$ cat src/rtl/d_phy_lane_distributor.sv
// HS lane distributor: handshakes HS mode, sends SoT sync, stripes packet words
// across the byte lanes, then closes each lane with HS-trail bytes.
module d_phy_lane_distributor #(
   parameter int unsigned LANES        = 2,
   parameter int unsigned TRAIL_CYCLES = 2
) (
   input  logic                       clk,
   input  logic                       rst_n,
   input  logic [8*LANES-1:0]         s_data,
   input  logic [$clog2(LANES+1)-1:0] s_cnt,
   input  logic                       s_valid,
   input  logic                       s_last,
   output logic                       s_ready,
   output logic                       hs_req,
   input  logic                       hs_rdy,
   output logic [8*LANES-1:0]         lane_data,
   output logic [LANES-1:0]           lane_valid,
   output logic                       busy,
   output logic                       err_underrun
);

   localparam int unsigned TC_W = $clog2(TRAIL_CYCLES + 1);

   typedef enum logic [2:0] {IDLE, REQ, SYNC, DATA, TRAIL, EOT} state_t;

   state_t             state_q, state_d;
   logic [TC_W-1:0]    tcnt_q, tcnt_d;
   logic [LANES-1:0]   last_msb_q, last_msb_d;
   logic [8*LANES-1:0] lane_data_q, lane_data_d;
   logic [LANES-1:0]   lane_valid_q, lane_valid_d;
   logic               hs_req_q, hs_req_d;
   logic               err_q, err_d;

   function automatic logic [7:0] trail_byte(input logic msb);
      return msb ? 8'h00 : 8'hFF;
   endfunction

   // Outputs are registered: each state computes what the lanes show next cycle.
   always_comb begin
      state_d      = state_q;
      tcnt_d       = tcnt_q;
      last_msb_d   = last_msb_q;
      lane_data_d  = '0;
      lane_valid_d = '0;
      err_d        = 1'b0;
      hs_req_d     = (state_q == REQ) || (state_q == SYNC) ||
                     (state_q == DATA) || (state_q == TRAIL);
      case (state_q)
         IDLE: if (s_valid) state_d = REQ;
         REQ:  if (hs_rdy) state_d = SYNC;
         SYNC: begin
            lane_data_d  = {LANES{8'hB8}};
            lane_valid_d = '1;
            state_d      = DATA;
         end
         DATA: begin
            lane_valid_d = '1;
            if (s_valid) begin
               for (int unsigned k = 0; k < LANES; k++) begin
                  if (k < 32'(s_cnt)) begin
                     lane_data_d[8*k +: 8] = s_data[8*k +: 8];
                     last_msb_d[k]         = s_data[8*k+7];
                  end else begin
                     lane_data_d[8*k +: 8] = trail_byte(last_msb_q[k]);
                  end
               end
               if (s_last) begin
                  state_d = TRAIL;
                  tcnt_d  = TC_W'(TRAIL_CYCLES);
               end
            end else begin
               // Underrun: this cycle's trail output counts as the first trail cycle.
               err_d = 1'b1;
               for (int unsigned k = 0; k < LANES; k++)
                  lane_data_d[8*k +: 8] = trail_byte(last_msb_q[k]);
               if (TRAIL_CYCLES == 1) begin
                  state_d = EOT;
               end else begin
                  state_d = TRAIL;
                  tcnt_d  = TC_W'(TRAIL_CYCLES - 1);
               end
            end
         end
         TRAIL: begin
            lane_valid_d = '1;
            for (int unsigned k = 0; k < LANES; k++)
               lane_data_d[8*k +: 8] = trail_byte(last_msb_q[k]);
            if (tcnt_q == TC_W'(1)) state_d = EOT;
            else tcnt_d = tcnt_q - TC_W'(1);
         end
         EOT:     state_d = IDLE;
         default: state_d = IDLE;
      endcase
   end

   always_ff @(posedge clk) begin
      if (!rst_n) begin
         state_q      <= IDLE;
         tcnt_q       <= '0;
         last_msb_q   <= '0;
         lane_data_q  <= '0;
         lane_valid_q <= '0;
         hs_req_q     <= 1'b0;
         err_q        <= 1'b0;
      end else begin
         state_q      <= state_d;
         tcnt_q       <= tcnt_d;
         last_msb_q   <= last_msb_d;
         lane_data_q  <= lane_data_d;
         lane_valid_q <= lane_valid_d;
         hs_req_q     <= hs_req_d;
         err_q        <= err_d;
      end
   end

   assign s_ready      = (state_q == DATA);
   assign busy         = (state_q != IDLE);
   assign hs_req       = hs_req_q;
   assign lane_data    = lane_data_q;
   assign lane_valid   = lane_valid_q;
   assign err_underrun = err_q;

endmodule

$ cat config.mk
export PLATFORM = sky130hd
export DESIGN_NAME = d_phy_lane_distributor
export DESIGN_NICKNAME = d
export VERILOG_FILES = /design/src/rtl/d_phy_lane_distributor.sv
export SDC_FILE = /design/constraint.sdc
export NUM_CORES = 1
export LEC_CHECK = 0
export CAP_MARGIN = 20
export CORE_UTILIZATION = 43
export DETAILED_ROUTE_END_ITERATION = 6
export PLACE_DENSITY = 0.79
export SYNTH_ARGS = -nofsm -noshare
export SYNTH_HDL_FRONTEND = slang
export SYNTH_SLANG_ARGS = --single-unit
$ cat constraint.sdc
create_clock -name clk -period 1.66 [get_ports clk]
set_clock_uncertainty 0.2 [all_clocks]
set_input_delay 0.332 -clock clk [delete_from_list [all_inputs] [get_ports clk]]
set_output_delay 0.332 -clock clk [all_outputs]
set_load 0.05 [all_outputs]
; ---- Word-level counts from Yosys, hierarchy flattened
; Index checks and enable logic that the tools add are counted.
; W data, S select, Z words.
[totals]
ram_bits = 0
reg_bits = 27
latch_bits = 0
mem_bits_ro = 0
mem_count = 0
output_inout_bits = 22
wordCells = 51
[op_classes]
div = 0
n_shift = 0
mux = 18
n_addsub = 1
n_lt_le_gt_ge = 2
n_eq_ne = 10
reduce_logical = 12
mul = 0
bitwise_logic = 0
[op_table]
columns = op, count
row1 = $pmux W16 S3, 1
row2 = $mux W8, 4
row3 = $mux W16, 1
row4 = $mux W3, 5
row5 = $pmux W3 S5, 1
row6 = $reduce_and A3 Y1, 3
row7 = $mux W2, 4
row8 = $eq A3 B2 Y1 const B, 2
row9 = $ne A2 B2 Y1 const B, 3
row10 = $lt A1 B2 Y1 const A, 2
row11 = $pmux W2 S2, 1
row12 = $reduce_and A4 Y1, 1
row13 = $eq A3 B1 Y1 const B, 1
row14 = $eq A3 B3 Y1 const B, 1
row15 = $logic_not A3 Y1, 1
row16 = $logic_or A1 B1 Y1, 3
row17 = $ne A3 B3 Y1 const B, 1
row18 = $reduce_bool A3 Y1, 1
row19 = $reduce_or A3 Y1, 1
row20 = $eq A2 B1 Y1 const B, 1
row21 = $ne A2 B1 Y1 const B, 1
row22 = $reduce_and A2 Y1, 1
row23 = $reduce_bool A2 Y1, 1
row24 = $sub A2 B1 Y2 const B, 1
row25 = $mux W1, 1

; ---- Depth between registers and ports, before layout
; Gate-level depths: netlist of the first run.
[depth]
ltp_word = 4
ltp_mapped = 7
ltp_nobuf = 6

; ---- Worst setup path after synthesis of the first run
; No wires, ideal clock.
[synth_timing]
kind = flip-flop to flip-flop
from = register state_q[2]
to = register hs_req_q, in the netlist hs_req
setup_slack_ps = 42
t_arrival_ps = 1302
setup_time_ps = 116
period_less_slack_ps = 1618
stages_incl_launch_ff = 4
path_cell_list = dfxtp_1 buf_2 or3_1 and3_1
[synth_between]
elab_chain_len = 4
[synth_lines]
columns = element, line
row1 = start: declaration, 26  ; state_t state_q, state_d;
row2 = start signal: assignment, 106  ; state_q <= state_d;
row3 = $eq A3 B1 Y1 or $eq A3 B2 Y1 (tied branches), 46  ; hs_req_d = (state_q == REQ) || (state_q == SYNC) ||
row4 = $logic_or A1 B1 Y1 (2 in a row), 46
row5 = $logic_or A1 B1 Y1 *, 47  ; (state_q == DATA) || (state_q == TRAIL);
row6 = end signal: assignment, 111  ; hs_req_q <= hs_req_d;
row7 = end: declaration, 31  ; logic hs_req_q, hs_req_d;
; Mark *: on every way between the ends. The rest lies on a longest branch, timed or not.
; A chain may end at the register's enable or synchronous reset.

; ---- Worst setup path in the final report of the first run
[layout_timing]
from = register state_q[2]
to = output busy
[layout_between]
elab_chain_len = 1
[layout_lines]
columns = element, line
row1 = $reduce_bool A3 Y1, 117  ; assign busy = (state_q != IDLE);
row2 = end: declaration, 18  ; output logic busy,
; No other way between the ends.

==> results of run 1 <==
-- through the flow --
step / area (sq um) / setup TNS, ns / hold WS, ns
finish: 2250 / -0.607 / 0.303
global route: 2250 / -1.64 / 0.332
CTS: 2060 / -0.212 / 0.265
detailed placement: 1920 / -5.46 / 0.280
global placement: 1920 / -4.32 / 0.263
floorplan: 1180 / 0 / 0.244
-- flip-flops by register name, indices dropped and copies added (netlist names) --
register,flops
err_underrun,1
hs_req,1
lane_data,16
lane_valid,1
last_msb_q,2
state_q,3
tcnt_q,2
-- final timing paths --
path,startpoint,to,slack (ns),cells after the start
setup / recovery,state_q[2]$_SDFFE_PN0P_,busy,-0.15,2
hold / removal,tcnt_q[1]$_SDFFE_PN0P_,tcnt_q[1]$_SDFFE_PN0P_,0.30,2
setup reg to reg,state_q[2]$_SDFFE_PN0P_,last_msb_q[0]$_SDFFE_PN0P_,-0.10,8
hold reg to reg,tcnt_q[1]$_SDFFE_PN0P_,tcnt_q[1]$_SDFFE_PN0P_,0.30,2
-- worst reg2reg max path: cells and delay by family, from the launching register on --
family,cells,cell delay [ns]
multiplexers,1,0.29
buffers and inverters,4,0.45
flip-flops,1,0.38
AND/OR/NAND/NOR,3,0.34
-- metal layers --
metal / vias to the layer above / GRT usage / routed length (um)
li1: 593 / - / -
met3: 31 / 0.0472 / 277
met5: - / 0 / 0
met2: 78 / 0.490 / 2460
met4: 0 / 0.132 / 312
met1: 639 / 0.261 / 1780
-- kinds of logic (layout without fill, tap and decap cells) --
group / after synthesis / in the layout / share of synthesized area
compound gates: 47 / 47 / 0.264
simple gates: 39 / 39 / 0.195
flops: 26 / 26 / 0.441
buf+inv: 15 / 84 / 0.0721
mux: 2 / 2 / 0.0170
fa+ha+maj: 1 / 1 / 0.0106
-- where the power goes --
| part | leakage [nW] | switching (W) | total (W) | internal [W] |
|---|---|---|---|---|
| registers | 0.212 | 0.0000144 | 0.000650 | 0.000636 |
| logic | 0.676 | 0.000188 | 0.000375 | 0.000187 |
| clock network | 0.0279 | 0.000204 | 0.000449 | 0.000245 |
| total | 0.916 | 0.000407 | 0.00147 | 0.00107 |
-- cell usage after synthesis, drive strengths merged (2+ instances only) --
library cell,instances
nor2b,2
buf,7
a211oi,2
nand2,5
o21ai,9
or3,2
nor2,14
a22oi,2
and3,6
mux2i,2
nor3b,3
inv,7
nor3,2
a21oi,20
a21o,8
dfxtp,26
-- cell type report --
cell class,instances,area (sq um)
clock buffer,3,22.5
clock inverter,1,30.0
fill,112,293
inverter,7,31.3
multi-input combinational,89,687
sequential,26,532
tap,30,37.5
timing repair buffer,73,912
-- cell usage in the layout (no fill, tap or decap), types with 3 or more instances in the layout --
cell              n
a21oi_2          10
nor2_2            3
o21ai_0           6
buf_6             9
clkbuf_4          3
nor2_1           11
nand2_1           5
buf_4            20
and3_1            5
dfxtp_4           3
a21oi_1           9
inv_1             6
a21o_1            8
dfxtp_1          23
buf_12           22
clkdlybuf4s50_1  22
-- repair_timing --
| action | 4_1_cts | 5_1_grt |
|---|---|---|
| gates resized for setup | 12 | 33 |
| gates cloned | 0 | 1 |
| pin swaps | 2 | 8 |
| setup buffers | 8 | 8 |
| setup endpoints to repair | 8 | 21 |
==> results by group, run 1 <==
Worst setup path
  – CP peak stage delay: 0.41 ns
  – Crit path cell chain: or3_4 > buf_12
  – Worst endpoint required time: 1.13 ns
  – Crit path DAT: 1.28 ns
  – Critical path's slowest cell: or3_4
  – Delay-heaviest family, CP: simple AND/OR/NAND/NOR gates
  – Crit start category: register
  – Crit. End Element: output port
  – Crit Path Class: reg2out
  – Worst Path Buf+Inv: 1
  – Max FO, Critical Path: 3

STA
  – Final WS setup: -0.153 ns
  – RSZ-0062 raised after global routing: true
  – Hold Fails Final Rpt: 0
  – Min Tclk post-route: 1.81 ns
  – FMAX: 0.552 GHz
  – Worst-margin pin slew: 0.423 ns
  – Slew margin rel.: 0.718
  – Slew Limit Fails: 0
  – Final Setup Violations: 15
  – Final worst-path cycle share: 1.09

Clock network
  – Number of buffers created by CTS: 3
  – Htree depth: 1
  – Hold_buf cts: 0
  – Clock latency at the later pin of the worst-skew pair: 0.34 ns
  – Bufs on Longest Clock Path: 2
  – Clock root cell: clkbuf_4
  – Clock-pin slew on the worst setup and hold paths: 0.14 ns
  – CTS tree: done
  – CTS sink count: 26

Global routing
  – Initial antenna violation count: 0
  – First-pass GRT wire length: 5.27 mm
  – Total grt overflow: 0
  – Total track usage: 0.257
  – Largest net degree at the start of global routing: 16
  – Vias in the first global route: 1203

Power and ir drop
  – Tot Pwr: 0.00147 W
  – VDD IR max: 0.657 mV
  – LEAKAGE: 0.916 nW
  – Power per cell area: 655 nW/um^2

Synthesis
  – Synth top area cells: dfxtp_1, a21oi_1, a21o_1
  – Mapped cell area: 1180 sq um
  – Cell taking the most area after synthesis: dfxtp_1
  – Synth Instances: 130
  – Fraction of registers with async set/reset: 0
  – FF+latch count, synth: 26
  – Syn Nets: 154
  – Syn_area_per_cell: 9.08 sq um
  – Register area share after synthesis: 0.441
  – Ys flop type: dfxtp_1
  – Top-area cell type share of the netlist area: 0.441
  – Number of synthesized flops with an enable pin: 0
  – Unique masters post-synth: 36
  – Synthesis warning total: 0

Place
  – Port bufs: 44
  – Dpl hpwl: 2.33 mm
  – Post-Place Setup Slack: -0.314 ns
  – Gpl congestion: 0.787
  – Post-Place Cells: 209

Floorplan
  – DIE AREA: 2960 sq um
  – Die W: 54.4 um
  – Die Y: 54.4 um
  – Ports: 45
  – Initial Util: 0.464
  – Core area: 2540 sq um
  – Rows: 18

Routing
  – Vias: 1341
  – Antenna Nets Post-Route: 0
  – First-pass iteration count of the detailed router: 4
  – Total wire length: 4.83 mm
  – Drt drc: 0
  – Initial drt markers: 50
  – Vias/cell: 5.86
  – Mean routed wirelength per cell: 21.1 um

Run status
  – Status: complete, but fails checks
  – Failing checks: negative setup slack

Cells and area
  – Diode count: 0
  – # nets final: 224
  – Core Util, Final: 0.885
  – Ratio of cells with drive above 1 in the final layout: 0.452
  – Area Growth Syn to Fin: 90.9%
  – Non-filler instance count after layout: 229

Job
  – Max Cap Viol: 0

Hold path
  – Hold Crit Class: reg2reg
Note: power is estimated with default switching activity, not from simulation.
==> inputs of run 2 (changes only) <==
Settings changed: CORE_MARGIN set to 2, SLEW_MARGIN set to 20.
==> run 2 against run 1 <==
Compared with the run above:
- the run still ends with negative setup slack left
- critical endpoint unchanged
- die area grew 7.5%
- worst setup slack better by 0.0038 ns
- global-route usage shrank 2.9 points
- highest routed layer unchanged
- via count fell by 1.0%
- sequential share of layout area rose by 1.2 points
- non-clock buffer count down 3
- register-to-register slack gained 0.08 ns
==> results by group, run 2 (synthesis results as in run 1) <==
Worst setup path
  – Worst endpoint required time: 1.13 ns (about the same)
  – Crit. End Element: output port
  – Max FO, Critical Path: 4 (+1)
  – Crit start category: register
  – Crit path DAT: 1.28 ns (about the same)
  – Crit Path Class: reg2out

Floorplan
  – Ports: 45 (unchanged)
  – Rows: 18 (unchanged)
  – Initial Util: 0.464 (unchanged)
  – Die Y: 56.4 um (+3.7%)
  – Core area: 2540 sq um (unchanged)
  – DIE AREA: 3180 sq um (+7.5%)
  – Die W: 56.4 um (+3.7%)

Place
  – Port bufs: 44 (unchanged)
  – Post-Place Setup Slack: -0.295 ns (+0.0193 ns)
  – Gpl congestion: 0.744 (-5.5%)
  – Dpl hpwl: 2.41 mm (+3.5%)

Clock network
  – Htree depth: 1 (unchanged)
  – Clock-pin slew on the worst setup and hold paths: 0.14 ns (about the same)
  – Hold_buf cts: 0 (unchanged)
  – CTS sink count: 26 (unchanged)
  – Clock latency at the later pin of the worst-skew pair: 0.32 ns (-0.02 ns)
  – Clock root cell: clkbuf_4
  – Bufs on Longest Clock Path: 2 (unchanged)
  – Number of buffers created by CTS: 3 (unchanged)
  – CTS tree: done

Routing
  – Met1 Wirelength: 1.51 mm (-15%)
  – Total wire length: 4.02 mm (-17%)
  – DR WL met2: 2.06 mm (-16%)
  – First-pass iteration count of the detailed router: 4 (unchanged)
  – Antenna Nets Post-Route: 0 (unchanged)
  – DR WL met3: 288 um (+4.0%)
  – Vias/cell: 5.87 (+0.27%)
  – Max Used Layer: met4
  – Initial drt markers: 82 (+64%)
  – Drt drc: 0 (unchanged)
  – Vias: 1327 (-1.0%)
  – Mean routed wirelength per cell: 17.8 um (-16%)

Cells and area
  – # nets final: 221 (-1.3%)
  – Commonest cells after routing, fill and taps aside: dfxtp_1, buf_12, clkdlybuf4s50_1, buf_4, a21oi_1
  – Max reg flops: 16 (unchanged)
  – Diode count: 0 (unchanged)
  – Core Util, Final: 0.841 (-0.0438)
  – Area Growth Syn to Fin: 81.4%
  – Ratio of cells with drive above 1 in the final layout: 0.383 (-0.0696)
  – FILL cells: 137 (+22%)

Run status
  – Failing checks: negative setup slack
  – Status: complete, but fails checks

STA
  – Slew Limit Fails: 0 (unchanged)
  – FMAX: 0.553 GHz (+0.21%)
  – RSZ-0062 raised after global routing: true
  – Final worst-path cycle share: 1.09 (-0.00231)
  – Slew margin rel.: 0.717 (-0.000738)
  – Final WS setup: -0.149 ns (+0.00384 ns)
  – Min Tclk post-route: 1.81 ns (-0.00384 ns)
  – Worst-margin pin slew: 0.423 ns (+0.0000569 ns)
  – Final Setup Violations: 3 (-12)
  – Hold Fails Final Rpt: 0 (unchanged)

Global routing
  – Initial antenna violation count: 0 (unchanged)
  – Largest net degree at the start of global routing: 15 (-1)
  – Total grt overflow: 0 (unchanged)
  – Total track usage: 0.227 (-0.0294)
  – Vias in the first global route: 1245 (+3.5%)
  – First-pass GRT wire length: 5.75 mm (+9.0%)

Power and ir drop
  – VDD IR max: 0.600 mV (-8.6%)
  – LEAKAGE: 0.887 nW (-3.3%)
  – Power per cell area: 612 nW/um^2 (-6.5%)

Hold path
  – Hold Crit Class: in2reg

Job
  – Max Cap Viol: 0 (unchanged)
[run 2: changes by cell type in the layout (fill, tap and decap cells not counted), sizes merged]
cell | previous run | this run
bufinv | 1 | 0
dlymetal6s2s | 0 | 1
clkdlybuf4s50 | 22 | 21
clkbuf | 3 | 4
buf | 51 | 48
[run 2: per-stage QoR]
step | instance area, sq um | instances | TNS, ns | hold WS [ns] | total power (W)
finish | 2140 | 226 | -0.212 | 0.292 | 0.00131
global route | 2140 | 226 | -0.437 | 0.321 | 0.00135
CTS | 2030 | 220 | -0.131 | 0.292 | 0.00127
detailed placement | 1910 | 208 | -5.61 | 0.273 | 0.000940
global placement | 1910 | 208 | -4.31 | 0.264 | 0.000933
floorplan | 1180 | 130 | 0 | 0.244 | 0.000805
[run 2: worst paths after layout]
path	startpoint	endpoint	slack, ns	cells past startpoint
worst max-delay path	state_q[2]$_SDFFE_PN0P_	busy	-0.15	2
worst min-delay path	s_valid	last_msb_q[0]$_SDFFE_PN0P_	0.29	4
worst min register to register	tcnt_q[1]$_SDFFE_PN0P_	tcnt_q[1]$_SDFFE_PN0P_	0.29	2
worst max register to register	state_q[1]$_SDFFE_PN0P_	tcnt_q[0]$_SDFFE_PN0P_	-0.02	7
[run 2: layout make-up]
class,instances,area (sq um),share of cell area
flip-flops and latches,26,532,0.248
multi-input cells,89,618,0.289
clock buffers,4,36.3,0.0169
well taps,30,37.5,0.0175
repair buffers,70,886,0.414
inverters,7,31.3,0.0146
[run 2: timing repair]
| item | in CTS | in global routing |
|---|---|---|
| gates resized for setup | 8 | 16 |
| pin swaps | 0 | 6 |
| cloned | 0 | 0 |
| setup endpoints to repair | 16 | 15 |
| setup buffers | 8 | 7 |
[run 2: where the power goes]
group	leakage, nW	switching, W	total, W	internal (W)
logic	0.653	0.000162	0.000339	0.000177
registers	0.212	0.0000147	0.000650	0.000636
clock network	0.0210	0.000187	0.000321	0.000134
total	0.887	0.000363	0.00131	0.000947
[run 2: metal layers]
| layer | vias up | track usage |
|---|---|---|
| met4 | 0 | 0.0782 |
| met2 | 82 | 0.422 |
| met5 | - | 0 |
| met1 | 637 | 0.260 |
| li1 | 589 | - |
| met3 | 19 | 0.0392 |
[run 2: worst max-delay path, cell delays in order (launching register included)]
cell     delay, ns
dfxtp_4       0.38
or3_4         0.41
buf_12        0.16
==> inputs of run 3 (changes only) <==
==> constraint.sdc (replaced) <==
create_clock -name clk -period 1.66 [get_ports clk]
set_clock_uncertainty 0.2 [all_clocks]
set_input_delay 0.498 -clock clk [delete_from_list [all_inputs] [get_ports clk]]
set_output_delay 0.498 -clock clk [all_outputs]
set_load 0.05 [all_outputs]
==> run 3 against run 2 <==
Compared with the run above:
- the run still ends with negative setup slack left
- critical path depth stayed put
- total power is 6.8% higher
- final cell count is 3.5% higher
- fmax is 8.1% lower
- sequential power hardly changed
- die area stayed put
- flip-flop and latch count stayed put
- worst hold slack better by 0.065 ns
- worst setup slack worse by 0.16 ns
- non-clock buffer count is 7 higher
- sequential share of layout area is 1.7 points lower
- clock-buffer cell count stayed put
==> results by group, run 3 (synthesis results as in run 1) <==
Run status
  – Status: complete, but fails checks
  – Failing checks: negative setup slack

Clock network
  – CTS tree: done
  – Clock root cell: clkbuf_4
  – Clock-pin slew on the worst setup and hold paths: 0.15 ns (about the same)
  – CTS sink count: 26 (unchanged)
  – Hold_buf cts: 0 (unchanged)
  – Htree depth: 1 (unchanged)
  – Bufs on Longest Clock Path: 2 (unchanged)
  – Number of buffers created by CTS: 3 (unchanged)
  – Clock latency at the later pin of the worst-skew pair: 0.35 ns (+0.03 ns)

Global routing
  – Total track usage: 0.264 (+0.0368)
  – Initial antenna violation count: 0 (unchanged)
  – First-pass GRT wire length: 6.38 mm (+11%)
  – Largest net degree at the start of global routing: 18 (+3)
  – Vias in the first global route: 1323 (+6.3%)
  – Total grt overflow: 0 (unchanged)

Place
  – Area post-placement: 1950 sq um (+1.8%)
  – Dpl hpwl: 2.60 mm (+7.8%)
  – Gpl congestion: 0.722 (-3.0%)
  – Port bufs: 44 (unchanged)

Job
  – Max Cap Viol: 0 (unchanged)

Worst setup path
  – Max FO, Critical Path: 3 (-1)
  – Crit start category: register
  – Crit. End Element: output port
  – Worst endpoint required time: 0.96 ns (-0.17 ns)
  – Worst r2r src: state_q[0]$_SDFFE_PN0P_
  – Crit path DAT: 1.27 ns (about the same)
  – Crit Path Class: reg2out
  – Crit path from: state_q[2]$_SDFFE_PN0P_

Power and ir drop
  – Sw Share: 0.307 (+0.0296)
  – NetSw: 0.000429 W (+18%)
  – Design internal power: 0.000970 W (+2.5%)
  – Power per cell area: 608 nW/um^2 (-0.66%)
  – Seq pwr share: 0.464 (-0.032)
  – VDD IR max: 0.690 mV (+15%)
  – LEAKAGE: 0.949 nW (+7.1%)
  – Comb pwr share: 0.285 (+0.026)
  – Clock network fraction of total power: 0.251 (+0.006)

Cells and area
  – Commonest cells after routing, fill and taps aside: buf_12, dfxtp_1, buf_4
  – Max reg flops: 16 (unchanged)
  – Ratio of cells with drive above 1 in the final layout: 0.471 (+0.0879)
  – Design area: 2300 sq um (+7.5%)
  – Diode count: 0 (unchanged)
  – Commonest non-fill, non-tap cell in the layout: buf_12
  – Area Growth Syn to Fin: 95.1%
  – Core Util, Final: 0.905 (+0.0634)
  – # nets final: 229 (+3.6%)

STA
  – Min Tclk post-route: 1.97 ns (+0.159 ns)
  – Hold Fails Final Rpt: 0 (unchanged)
  – Slew Limit Fails: 0 (unchanged)
  – Final worst-path cycle share: 1.19 (+0.0959)
  – Worst-margin pin slew: 0.506 ns (+0.0824 ns)
  – FMAX: 0.508 GHz (-8.1%)
  – Slew margin rel.: 0.662 (-0.0551)
  – Final Setup Violations: 22 (+19)
  – RSZ-0062 raised after global routing: true
  – Final WS setup: -0.308 ns (-0.159 ns)

Routing
  – Total wire length: 5.45 mm (+36%)
  – Vias: 1450 (+9.3%)
  – Vias/cell: 6.20 (+5.5%)
  – Initial drt markers: 53 (-35%)
  – Mean routed wirelength per cell: 23.3 um (+31%)
  – First-pass iteration count of the detailed router: 4 (unchanged)
  – Antenna Nets Post-Route: 0 (unchanged)
  – Drt drc: 0 (unchanged)

Floorplan
  – Initial Util: 0.464 (unchanged)
  – Core area: 2540 sq um (unchanged)
  – Die W: 56.4 um (unchanged)
  – Ports: 45 (unchanged)
  – Rows: 18 (unchanged)
  – DIE AREA: 3180 sq um (unchanged)
  – Die Y: 56.4 um (unchanged)

Hold path
  – HP Start: tcnt_q[1]$_SDFFE_PN0P_
  – Hold Crit Class: reg2reg
## run 3: timing repair
item,in CTS,in global routing
setup buffers,9,6
gates cloned,1,2
setup endpoints to repair,20,25
pin swaps,5,4
resized for setup,15,26
## run 3: final timing paths
check                             to  slack [ns]  cells past startpoint
max                             busy       -0.31                      2
min           tcnt_q[1]$_SDFFE_PN0P_        0.36                      2
max reg2reg  lane_data[3]$_SDFF_PN0_       -0.18                      9
min reg2reg   tcnt_q[1]$_SDFFE_PN0P_        0.36                      2
## run 3: critical path, stage by stage (launching register included)
cell	delay, ns
dfxtp_4	0.39
or3_4	0.38
buf_12	0.16
## run 3: layout make-up
| cell class | instances | area [sq um] |
|---|---|---|
| repair buffers | 77 | 991 |
| clock buffers | 4 | 36.3 |
| well taps | 30 | 37.5 |
| inverters | 7 | 31.3 |
| flip-flops and latches | 26 | 533 |
| fillers | 100 | 243 |
| multi-input cells | 90 | 673 |
## run 3: through the flow
| stage | cells | total power (W) | setup TNS, ns | setup WS, ns | hold WS, ns |
|---|---|---|---|---|---|
| after floorplan | 130 | 0.000809 | 0 | 0.0344 | 0.244 |
| after global placement | 212 | 0.000944 | -8.09 | -0.436 | 0.262 |
| after detailed placement | 212 | 0.000956 | -9.45 | -0.517 | 0.274 |
| after CTS | 226 | 0.00131 | -0.565 | -0.307 | 0.294 |
| after global routing | 234 | 0.00143 | -3.43 | -0.338 | 0.357 |
| final | 234 | 0.00140 | -2.64 | -0.308 | 0.358 |
## run 3: power by group through the flow
stage | registers, W | logic, W | clock network (W)
2_1_floorplan | 0.000678 | 0.000130 | 0
6_report | 0.000649 | 0.000399 | 0.000351
3_5_place_dp | 0.000671 | 0.000285 | 0
4_1_cts | 0.000650 | 0.000318 | 0.000339
3_3_place_gp | 0.000669 | 0.000275 | 0
5_1_grt | 0.000650 | 0.000412 | 0.000364
## run 3: layer usage
metal  vias up  track usage  share of wire
li1        608            -              -
met1       687        0.268           0.36
met2       109        0.474           0.49
met3        46       0.0691          0.073
met4         0        0.170          0.077
met5         -            0              0
==> RTL change 1, RTL diff (settings of run 1) <==
Put one more register stage on the output `err_underrun`, with the module's reset. The value now appears one clock later. The other outputs are not delayed to match.
--- a/src/rtl/d_phy_lane_distributor.sv
+++ b/src/rtl/d_phy_lane_distributor.sv
@@ -120,3 +120,9 @@
    assign lane_valid   = lane_valid_q;
-   assign err_underrun = err_q;
+   always_ff @(posedge clk) begin
+      if (!rst_n) begin
+         err_underrun <= '0;
+      end else begin
+         err_underrun <= err_q;
+      end
+   end
 
Behaviour: not the same (a bounded check fails within 10 cycles, from zero or initial values and one cycle with rst_n low).
==> RTL change 1 against run 1 <==
The flow still finishes with violations (setup timing); fmax decreased by 3.1%; sequential cell count grew 1; power is 10% lower; wire length fell by 21%; synthesized area rose by 2.7%; die area grew 2.6%; setup slack worse by 0.057 ns; cell area shrank 6.5%; largest power group unchanged; highest routed layer unchanged.
==> RTL change 1: results (changes against run 1) <==
place:
  dp_hpwl_um: 2709  # +16%
  pre_cts_slack_ns: -0.3134  # +0.0009150 ns
  place.gp.congestion: 0.8094  # +2.8%
  placedCellCount: 215  # +2.9%
timing:
  setup_slack_ns: -0.2099  # -0.05738 ns
  setup_viol_count_final: 4  # -11
  worst_slew_margin_rel_pct: 73.38  # +1.6 points
synthesis:
  netlist-cell-type-count: 40  # +11%
  syn_nets: 156  # +1.3%
  syn_avg_cell_area_um2: 9.175  # +1.1%
  netlist_top_cells_area: "dfxtp_1 (45%), a21oi_1 (7.9%), a21o_1 (5.0%)"
  ys_seq_area_share_pct: 44.63  # +0.51 points
  synth_common_cells: "dfxtp_1 (27), a21oi_1 (19), nor2_1 (14), a21o_1 (8)"
pwr:
  peakVddDrop_mv: 0.6270  # -4.5%
  leakagePower_uw: 0.0008774  # -4.3%
setup_path:
  max_stage_delay_ns: 0.38  # -0.03 ns
  critPathSlowestCell: "dfxtp_4"
  path_max_fanout: 6  # +3
  cp.arrival_ns: 1.34  # +0.06 ns
  setup.worst_path.start: "state_q[1]"
  timing.rr.start: "state_q[1]"
global_routing:
  grt_pass1_wl_um: 5526  # +4.8%
  grt.total_usage_pct: 26.61  # +0.93 points
  grt_start_max_net_pins: 15  # -1
  grt_pass1_vias: 1210  # +0.58%
drt:
  via_count: 1259  # -6.1%
  detail_route.wl_per_cell_um: 16.95  # -20%
  wirelength_um: 3797  # -21%
  drtIter0Drc: 32  # -36%
status:
  violations: "setup timing"
  outcome: "complete, but fails checks"
cells_and_area:
  drive_gt1_share_pct: 37.11  # -8.1 points
min_path:
  hold_path_startpoint: "s_valid"
floorplanning:
  core_um2: 2567  # +0.88%
RTL change 1: where the power goes:
group	switching, uW	internal, uW	leakage (uW)
logic	169	185	0.000643
clock network	197	94.5	0.0000150
registers	16.8	663	0.000220
total	382	943	0.000877
RTL change 1: worst paths after layout:
check	endpoint	slack, ns	cells after the start
worst max-delay path	busy	-0.21	3
worst min register to register	err_underrun	0.27	1
worst max register to register	tcnt_q[0]	-0.08	5
worst min-delay path	err_q	0.16	2
RTL change 1: area by class of cell:
class	count	area, um^2
Clock buffer	4	26.28
Timing Repair Buffer	65	828.3
Multi-Input combinational cell	92	639.4
Tap cell	30	37.54
Inverter	6	27.53
Sequential cell	27	546.8
Fill cell	153	461.7
RTL change 1: cell families after synthesis:
logic type,after synthesis,synth area share [%]
flops,27,44.63
mux,2,1.756
fa+ha+maj,1,1.033
simple gates,41,19.53
buf+inv,13,6.610
compound gates,48,26.45
RTL change 1: per-stage QoR:
| stage | util [%] | cell area [um^2] | TNS (ns) |
|---|---|---|---|
| after floorplan | - | 1211 | 0 |
| after global placement | 76.80 | 1972 | -3.812 |
| after detailed placement | 76.80 | 1972 | -5.098 |
| after CTS | 79.53 | 2042 | -0.4768 |
| after global routing | 82.02 | 2106 | -0.7040 |
| final | 82.02 | 2106 | -0.5009 |
RTL change 1: per-layer routing:
metal  GRT usage (%)  wire (um)  vias to the layer above  part of all wire (%)
met5               0          0                        -                     0
met4           17.08        134                        0                   3.5
met3           3.005        214                       16                   5.6
met2           46.39       1947                       66                    51
met1           30.55       1501                      587                    40
li1                -          -                      590                     -
RTL change 1: worst max-delay path: cells and delay by family (launching register included):
kind	cells	cell delay, ns
and+or+nand+nor	1	0.34
buffers and inverters	2	0.28
DFF	1	0.38
==> RTL change 2, RTL diff (config.mk and constraints of run 1) <==
Made on the original files. Set the parameter `TRAIL_CYCLES` to 4 (it was 2).
--- a/src/rtl/d_phy_lane_distributor.sv
+++ b/src/rtl/d_phy_lane_distributor.sv
@@ -4,3 +4,3 @@
    parameter int unsigned LANES        = 2,
-   parameter int unsigned TRAIL_CYCLES = 2
+   parameter int unsigned TRAIL_CYCLES = 4
 ) (
Function: changed (Yosys sat finds a counterexample within 10 cycles, from zero or initial values and one cycle with rst_n low).
==> RTL change 2 against run 1 <==
Wire length is 25% lower; global-route usage is 3.9 points lower; sequential share of layout area grew 1.1 points; cell area shrank 0.94%; count of clock-buffer cells in the layout is 1 higher; the run still ends with setup timing left; sequential cell count up 1; setup slack got worse by 0.062 ns; synthesized area increased by 8.3%; cell count grew 3.1%; largest cell class unchanged; critical path depth rose by 1.
Power is not compared: it rests on default switching activity, and its combinational part moved more than twofold at a synthesized area within 25%.
==> RTL change 2: results (changes against run 1) <==
synthesis:
  syn_nets: 170  # +10%
  ys_seq_area_share_pct: 42.31  # -1.8 points
  syn_avg_cell_area_um2: 8.810  # -2.9%
  netlist-cell-type-count: 39  # +8.3%
  netlist_top_cells_area: "dfxtp_1 (42%), a21oi_1 (7.4%), a21o_1 (4.7%)"
  synth_common_cells: "dfxtp_1 (27), a21oi_1 (19), nand2_1 (15), a21o_1 (8), nor2_2 (8)"
  async_flop_share_pct: 0  # unchanged
setup_path:
  cp.arrival_ns: 1.34  # +0.06 ns
  max_stage_delay_ns: 0.37  # -0.04 ns
  crit_type: "reg -> out"
  path_max_fanout: 5  # +2
  critPathSlowestCell: "dfxtp_4"
  cp_top_family: "flip-flops"
  timing.rr.start: "state_q[0]"
timing:
  setup_viol_count_final: 5  # -10
  max_slew.worst_pin.slew_ns: 0.5309  # +0.1075 ns
  setup_slack_ns: -0.2143  # -0.06171 ns
global_routing:
  grt_pass1_wl_um: 5409  # +2.6%
  antenna_found_initial: 0  # unchanged
  grt_pass1_vias: 1231  # +2.3%
  grt.total_usage_pct: 21.83  # -3.9 points
  overflow: 0  # unchanged
  grt_start_max_net_pins: 15  # -1
place:
  placed_area_um2: 2029  # +5.7%
  placedCellCount: 227  # +8.6%
  port_buffers: 44  # unchanged
  place.gp.congestion: 0.8085  # +2.7%
  dp_hpwl_um: 2501  # +7.4%
  pre_cts_slack_ns: -0.2875  # +0.02685 ns
cells_and_area:
  instances_no_fill: 236  # +3.1%
  antenna_cells: 0  # unchanged
  drive_gt1_share_pct: 39.51  # -5.7 points
  syn2layout_area_growth_pct: 74.63
  largest_register_ffs: 16  # unchanged
  fillCellCount: 191  # +71%
clocking:
  clk_latency_ns: 0.32  # -0.02 ns
  cts-root-buf: "clkbuf_4"
  cts.clk_slew.worst_paths_ns: 0.14  # about the same
  cts-htree-levels: 1  # unchanged
  cts-hold-fix-buffers: 0  # unchanged
  cts_buffers: 3  # unchanged
pwr:
  leakagePower_uw: 0.0008903
status:
  outcome: "complete, but fails checks"
  violations: "setup timing"
drt:
  detail_route.wl_per_cell_um: 15.37  # -27%
  via_count: 1269  # -5.4%
  drtIter0Drc: 39  # -22%
  firstDrtPassIters: 4  # unchanged
min_path:
  hold_path_startpoint: "tcnt_q[1]"
RTL change 2: cell count changes in the layout (fill, tap and decap cells not counted), moves of 3 or more:
cell,delta
buf_6,-4
a21oi_1,+5
nor2_1,-6
inv_1,-3
nand2_1,+9
buf_4,-5
o21a_1,+4
a21oi_2,-3
and3_1,-3
nor2_2,+7
o21ai_0,-5
nand2b_1,+3
RTL change 2: power groups by stage:
stage          clock (uW)  combinational (uW)  sequential, uW
6_report              282                1430             810
5_1_grt               314                1500             815
4_1_cts               288                1230             801
3_5_place_dp            0                1100             838
3_3_place_gp            0                1070             835
2_1_floorplan           0                 556             920
RTL change 2: layer usage:
metal  GRT usage (%)  wire length, um
met2           40.84             1939
met4           11.50               78
met1           23.05             1431
met5               0                0
met3           3.456              179
RTL change 2: repair_timing:
action	in CTS	in global routing
buffers inserted	2	3
setup endpoints to repair	14	23
pin swaps	2	4
gates resized for setup	10	25
RTL change 2: cell families after synthesis:
| family | count (synthesis) | synth area share (%) |
|---|---|---|
| compound gates | 45 | 23.12 |
| xor+xnor | 1 | 0.6857 |
| fa+ha+maj | 2 | 1.959 |
| buf+inv | 14 | 5.778 |
| flops | 27 | 42.31 |
| mux | 4 | 3.134 |
| simple gates | 52 | 23.02 |
RTL change 2: path summary, 6_finish.rpt:
path             endpoint  slack [ns]  cells after the start
max                  busy       -0.21                      3
min             tcnt_q[1]        0.29                      2
max reg2reg  lane_data[8]       -0.01                      6
min reg2reg     tcnt_q[1]        0.29                      2
RTL change 2: worst register-to-register path, delay by kind of cell (launching register included):
family / cells / cell delay [ns]
buf+inv: 2 / 0.33
flops: 1 / 0.37
simple gates: 4 / 0.73
RTL change 2: metrics by stage:
stage / total power [uW] / hold slack, ns / setup TNS (ns)
after global placement: 1900 / 0.2402 / -3.831
after global routing: 2629 / 0.3146 / -1.247
after detailed placement: 1937 / 0.2496 / -4.688
final: 2518 / 0.2910 / -0.4150
after CTS: 2318 / 0.2679 / -0.4098
after floorplan: 1477 / 0.2307 / 0
RTL change 2: final cells by class:
cell class              instances  share of cell area (%)
flip-flops and latches         27                   24.73
multi-input cells             104                   33.76
repair buffers                 65                   37.63
inverters                       5                  0.9534
clock buffers                   4                   1.178
well taps                      31                   1.739
